<file path="config.mk">
export PLATFORM = sky130hd
export DESIGN_NAME = bcdbin8
export DESIGN_NICKNAME = d
export VERILOG_FILES = /design/src/rtl/bcdbin8_pkg.sv /design/src/rtl/bcdbin8_sub3.sv /design/src/rtl/bcdbin8.sv
export SDC_FILE = /design/constraint.sdc
export NUM_CORES = 1
export LEC_CHECK = 0
export BUFFER_PORTS_ARGS = -buffer_cell sky130_fd_sc_hd__buf_2
export CORE_MARGIN = 2
export CORE_UTILIZATION = 56
export CTS_CLUSTER_SIZE = 24
export DETAILED_ROUTE_END_ITERATION = 10
export PLACE_DENSITY = 0.81
export SETUP_SLACK_MARGIN = 0.5
export SYNTH_ARGS = -nofsm -noshare
export SYNTH_HDL_FRONTEND = slang
export SYNTH_SLANG_ARGS = --single-unit
</file>
<file path="constraint.sdc">
create_clock -name i_clk -period 1.93 [get_ports i_clk]
set_input_delay 0.193 -clock i_clk [delete_from_list [all_inputs] [get_ports i_clk]]
set_output_delay 0.193 -clock i_clk [all_outputs]
set_load 0.02 [all_outputs]
</file>
<file path="src/rtl/bcdbin8_pkg.sv">
// Shared definitions for the 3-digit BCD to 8-bit binary converter.
// Latency: n/a (constants, types and a helper function only).
// Backpressure: n/a.
//
// Holds the FSM state encoding, the datapath widths and the shift iteration
// count used by bcdbin8 and its correction cell.
package bcdbin8_pkg;

    localparam int BCD_W  = 10;           // 2-bit hundreds + 4-bit tens + 4-bit units
    localparam int BIN_W  = 8;            // visible binary result width
    localparam int RES_W  = BIN_W + 1;    // internal result carries the >255 bit
    localparam int N_ITER = 9;            // one right shift per result bit
    localparam int CNT_W  = 4;            // holds 0..N_ITER
    localparam int WORD_W = BCD_W + RES_W;

    typedef enum logic [1:0] {
        ST_IDLE  = 2'd0,
        ST_SHIFT = 2'd1,
        ST_DONE  = 2'd2
    } state_t;

    // A BCD digit is legal only in 0..9.
    function automatic logic digit_bad(input logic [3:0] d);
        return d > 4'd9;
    endfunction

endpackage

</file>
<file path="src/rtl/bcdbin8_sub3.sv">
// BCD correction cell: nibble >= 8 becomes nibble - 3, otherwise passes through.
// Latency: combinational.
// Backpressure: n/a.
//
// Ports:
//   i_nib  nibble taken from the BCD field just after a right shift
//   o_nib  corrected nibble
//
// Undoes the add-3 step of a shift-add-3 encoder: after a right shift a
// digit's former bit 0 of the next-higher digit lands in bit 3 worth 8 here
// but only 5 in decimal, hence the subtract-3.
module bcdbin8_sub3 (
    input  logic [3:0] i_nib,
    output logic [3:0] o_nib
);

    assign o_nib = (i_nib >= 4'd8) ? (i_nib - 4'd3) : i_nib;

endmodule

</file>
<file path="src/rtl/bcdbin8.sv">
// Converts a 3-digit BCD value (000..399) to binary by shift-subtract-3.
// Latency: start accepted at edge N; done pulses after edge N+10 (valid) or N+1 (bad digit).
// Backpressure: none; start is ignored unless idle, never queued.
//
// Ports:
//   i_clk       clock, all state on the rising edge
//   i_rst       asynchronous active-high reset
//   i_start     conversion request, sampled only when idle
//   i_hundreds  BCD hundreds digit 0..3
//   i_tens      BCD tens digit, legal 0..9
//   i_units     BCD units digit, legal 0..9
//   o_busy      conversion in progress
//   o_done      one-cycle result strobe
//   o_bin       binary result (value mod 256), held until the next accepted start
//   o_err       a tens or units digit was above 9; result forced to 0
//   o_ovf       value exceeded 255
module bcdbin8
    import bcdbin8_pkg::*;
(
    input  logic             i_clk,
    input  logic             i_rst,
    input  logic             i_start,
    input  logic [1:0]       i_hundreds,
    input  logic [3:0]       i_tens,
    input  logic [3:0]       i_units,
    output logic             o_busy,
    output logic             o_done,
    output logic [BIN_W-1:0] o_bin,
    output logic             o_err,
    output logic             o_ovf
);

    state_t             r_state;
    state_t             w_state_nxt;
    logic [BCD_W-1:0]   r_bcd;
    logic [RES_W-1:0]   r_res;
    logic [CNT_W-1:0]   r_cnt;
    logic               r_inv;
    logic               r_busy;
    logic               r_done;
    logic [BIN_W-1:0]   r_bin;
    logic               r_err;
    logic               r_ovf;

    logic               w_in_bad;
    logic               w_accept;
    logic [WORD_W-1:0]  w_word_sh;
    logic [BCD_W-1:0]   w_bcd_sh;
    logic [RES_W-1:0]   w_res_sh;
    logic [3:0]         w_units_fix;
    logic [3:0]         w_tens_fix;
    logic [BCD_W-1:0]   w_bcd_fix;

    assign w_in_bad = digit_bad(i_tens) || digit_bad(i_units);

    // BCD and result registers shift as one word: the BCD LSB falls into
    // the result MSB, so after N_ITER shifts the whole value sits in r_res.
    assign w_word_sh = {r_bcd, r_res} >> 1;
    assign w_bcd_sh  = w_word_sh[WORD_W-1:RES_W];
    assign w_res_sh  = w_word_sh[RES_W-1:0];

    bcdbin8_sub3 u_sub3_units (
        .i_nib (w_bcd_sh[3:0]),
        .o_nib (w_units_fix)
    );

    bcdbin8_sub3 u_sub3_tens (
        .i_nib (w_bcd_sh[7:4]),
        .o_nib (w_tens_fix)
    );

    // Hundreds is at most 3, so it can never reach 8 and needs no cell.
    assign w_bcd_fix = {w_bcd_sh[9:8], w_tens_fix, w_units_fix};

    always_ff @(posedge i_clk or posedge i_rst) begin
        if (i_rst) begin
            r_state <= ST_IDLE;
        end else begin
            r_state <= w_state_nxt;
        end
    end

    // The done-pulse cycle is the tail of the DONE phase, so a start seen
    // while r_done is high is treated like one seen in DONE and dropped.
    always_comb begin
        w_state_nxt = r_state;
        w_accept    = 1'b0;
        case (r_state)
            ST_IDLE: begin
                if (i_start && !r_done) begin
                    w_accept    = 1'b1;
                    w_state_nxt = w_in_bad ? ST_DONE : ST_SHIFT;
                end
            end
            ST_SHIFT: begin
                if (r_cnt == CNT_W'(1)) begin
                    w_state_nxt = ST_DONE;
                end
            end
            ST_DONE: begin
                w_state_nxt = ST_IDLE;
            end
            default: begin
                w_state_nxt = ST_IDLE;
            end
        endcase
    end

    always_ff @(posedge i_clk or posedge i_rst) begin
        if (i_rst) begin
            r_bcd  <= '0;
            r_res  <= '0;
            r_cnt  <= '0;
            r_inv  <= 1'b0;
            r_busy <= 1'b0;
            r_done <= 1'b0;
            r_bin  <= '0;
            r_err  <= 1'b0;
            r_ovf  <= 1'b0;
        end else begin
            r_done <= 1'b0;
            case (r_state)
                ST_IDLE: begin
                    if (w_accept) begin
                        r_bcd  <= {i_hundreds, i_tens, i_units};
                        r_res  <= '0;
                        r_inv  <= w_in_bad;
                        r_cnt  <= w_in_bad ? '0 : CNT_W'(N_ITER);
                        r_err  <= 1'b0;
                        r_ovf  <= 1'b0;
                        r_busy <= 1'b1;
                    end
                end
                ST_SHIFT: begin
                    r_bcd <= w_bcd_fix;
                    r_res <= w_res_sh;
                    r_cnt <= r_cnt - CNT_W'(1);
                end
                ST_DONE: begin
                    r_done <= 1'b1;
                    r_busy <= 1'b0;
                    r_bin  <= r_inv ? '0 : r_res[BIN_W-1:0];
                    r_err  <= r_inv;
                    r_ovf  <= r_inv ? 1'b0 : r_res[BIN_W];
                end
                default: begin
                    r_busy <= 1'b0;
                end
            endcase
        end
    end

    assign o_busy = r_busy;
    assign o_done = r_done;
    assign o_bin  = r_bin;
    assign o_err  = r_err;
    assign o_ovf  = r_ovf;

endmodule

</file>
==> impl_metrics.py <==
metrics = {
    "routing": {
        "drt_wl_total_um": 4720,
        "first_pass_iters": 4,
        "viasPerCell": 5.73,
        "drc": 0,
        "drt_iter0_drc": 134,
        "wire_per_inst_um": 17.3,
        "detail-route-antenna-nets": 0,
        "dr_total_vias": 1564,
    },
    "synthesis": {
        "yosys_warnings": 0,
        "syn_nets": 208,
        "synth.distinct_cells": 31,
        "synth-seq-cells": 38,
        "synthArstFlopShare_pct": 100,
        "syn-cell-area_mm2": 0.00182,
        "syn-instance-count": 189,
        "ys.flop_type": "dfrtp_1",
        "synth-edff-count": 0,
        "avgSynthCellArea_um2": 9.61,
        "seq_area_frac_synth_pct": 52.4,
    },
    "sta": {
        "max_freq_mhz": 626,
        "worstMarginPinSlew_ns": 0.631,
        "relSlewSlack_pct": 57.5,
        "drv_slew": 0,
        "setup_viol": 0,
        "rsz0062_at_grt": "true",
        "timing.hold.ws_ns": 0.0314,
        "fin_crit_ns": 1.60,
        "final_hold_viol_count": 0,
        "fin_setup_tns_ns": 0,
        "min_period_over_period_pct": 82.8,
        "setup_ws_ns": 0.331,
        "skew_ns": 0.00642,
    },
    "critical_path": {
        "max_stage_delay_ns": 0.42,
        "arrival_ns": 1.86,
        "crit_fanout": 10,
        "crit_path_top_delay_cell": "dfrtp_1",
        "endpoint_kind": "flip-flop",
        "start_kind": "flip-flop",
        "crit_top_cell": "nor3_2",
        "crit_required_ns": 2.19,
        "path_class": "flip-flop to flip-flop",
        "crit_chain": "buf_4, nor4b_4, buf_6, nor3_2, nor3_2",
    },
    "cells_and_area": {
        "final_common_cell": "nand2_1",
        "synthToLayoutAreaGrowth_pct": 27.4,
        "layout_common_cells": "nand2_1, dfrtp_1, buf_2",
        "num-fill-cells": 201,
        "nNetsFinal": 248,
        "drive_gt1_share_pct": 36.2,
        "fin_cells": 273,
        "diodes": 0,
    },
    "power": {
        "power_per_cell_area_mw_per_mm2": 1680,
        "max-vdd-ir-drop_mv": 1.08,
        "leakage_nw": 1.12,
        "total_power_mw": 3.89,
    },
    "cts": {
        "cts_buffers": 5,
        "path_clk_slew_ns": 0.11,
        "clockBufferDepth": 2,
        "cts_tree": "yes",
        "cts_max_level": 2,
        "worstSkewPairLatency_ns": 0.35,
        "clock_sinks": 38,
        "cts_root_buffer": "clkbuf_4",
    },
    "global_routing": {
        "grt_pass1_vias": 1457,
        "groute.usage.overall_pct": 25.0,
        "grt_max_degree": 39,
        "antenna_found_initial": 0,
        "grt_pass1_wl_um": 6670,
        "grt_overflow": 0,
    },
    "floorplan": {
        "pin_count": 25,
        "dieArea_mm2": 0.00371,
        "rows": 20,
        "fp.dieW_um": 60.9,
        "start_util_pct": 59.0,
        "die_y_um": 60.9,
        "core-area_mm2": 0.00308,
    },
    "placed_design": {
        "portBuffers": 24,
        "hpwlAfterDp_um": 2470,
        "dp.cells": 252,
        "place_ws_ns": 0.229,
        "gp_routability_congestion": 0.759,
    },
    "status": {
        "status": "completed",
    },
    "job": {
        "maxCapViolCount": 0,
    },
    "min_path": {
        "hold_path.class": "input port to flip-flop",
    },
}
-- metrics by stage --
step / util, % / area, um2
final: 75.1 / 2310
after global routing: 75.1 / 2310
after CTS: 70.9 / 2180
after detailed placement: 64.1 / 1970
after global placement: 64.1 / 1970
after floorplan: - / 1820
-- path summary, 6_finish.rpt --
| path | startpoint | end | depth (start not counted) | slack (ns) |
|---|---|---|---|---|
| min in group asynchronous | i_rst | o_bin[5]$_DFFE_PP0P_ | 4 | 0.48 |
| max in group asynchronous | i_rst | o_done$_DFF_PP0_ | 4 | 1.09 |
| max reg2reg | r_state[0]$_DFFE_PP0P_ | r_cnt[3]$_DFFE_PP0P_ | 5 | 0.33 |
| max | r_state[0]$_DFFE_PP0P_ | r_cnt[3]$_DFFE_PP0P_ | 5 | 0.33 |
| min | i_hundreds[1] | r_bcd[9]$_DFFE_PP0P_ | 3 | 0.03 |
| min reg2reg | o_bin[1]$_DFFE_PP0P_ | o_bin[1]$_DFFE_PP0P_ | 2 | 0.48 |
-- state kept, by name (all words and copies together), names as in the netlist --
signal,flops
o_busy,1
o_done,1
r_bcd,10
o_ovf,1
o_err,1
r_state,2
r_inv,1
r_res,9
r_cnt,4
o_bin,8
-- cells in the mapped netlist (3+ instances only) --
cell	count	area, um2
ha_1	6	75.1
xnor2_1	4	35.0
inv_1	10	37.5
nor3b_1	3	22.5
nor2b_1	4	25.0
nor3_1	5	25.0
nand2_1	38	143
clkbuf_1	4	15.0
a22oi_1	4	30.0
nand3_1	15	75.1
o21ai_0	15	75.1
a21oi_1	9	45.0
nand2b_1	3	18.8
dfrtp_1	38	951
nor2_1	4	15.0
buf_2	4	20.0
mux2i_1	3	30.0
-- cell type report --
cell class / instances / area, um2 / area share, %
Tap cell: 44 / 55.1 / 2.38
Timing Repair Buffer: 41 / 278 / 12.0
Inverter: 11 / 41.3 / 1.79
Clock buffer: 5 / 37.5 / 1.62
Multi-Input combinational cell: 132 / 937 / 40.5
Clock inverter: 2 / 10.0 / 0.433
Sequential cell: 38 / 953 / 41.2
-- per-layer routing --
layer  routed length [um]  GRT usage (%)
met3                  229           8.53
met1                 1880           29.5
met5                    0              0
met4                   97           8.07
met2                 2510           42.9
-- report_power, final --
part	switching (mW)	internal, mW
Combinational	1.13	0.902
Clock	0.258	0.131
Sequential	0.332	1.14
-- critical path: cells and delay by family, from the launching register on --
family | cells | cell delay (ns)
and+or+nand+nor | 3 | 0.67
buffers and inverters | 2 | 0.41
DFF | 1 | 0.42
-- logic make-up (layout without fill, tap and decap cells) --
family / Yosys count / in the layout / share of synthesized area (%)
AOI/OAI and AO/OA: 39 / 39 / 13.3
xor gates and xnor gates: 4 / 4 / 1.93
adders and majority gates: 6 / 6 / 4.13
buffers and inverters: 22 / 59 / 5.65
DFF: 38 / 38 / 52.4
muxes: 4 / 4 / 2.27
and+or+nand+nor: 76 / 79 / 20.3
-- timing repair --
item / 4_1_cts / 5_1_grt
hold buffers: 1 / 0
setup endpoints to repair: 30 / 27
setup buffers: 7 / 2
pin swaps: 9 / 20
resized for setup: 16 / 26
gates cloned: 2 / 2
hold endpoints to repair: 38 / 0
Power figures use the tool's default switching activity.
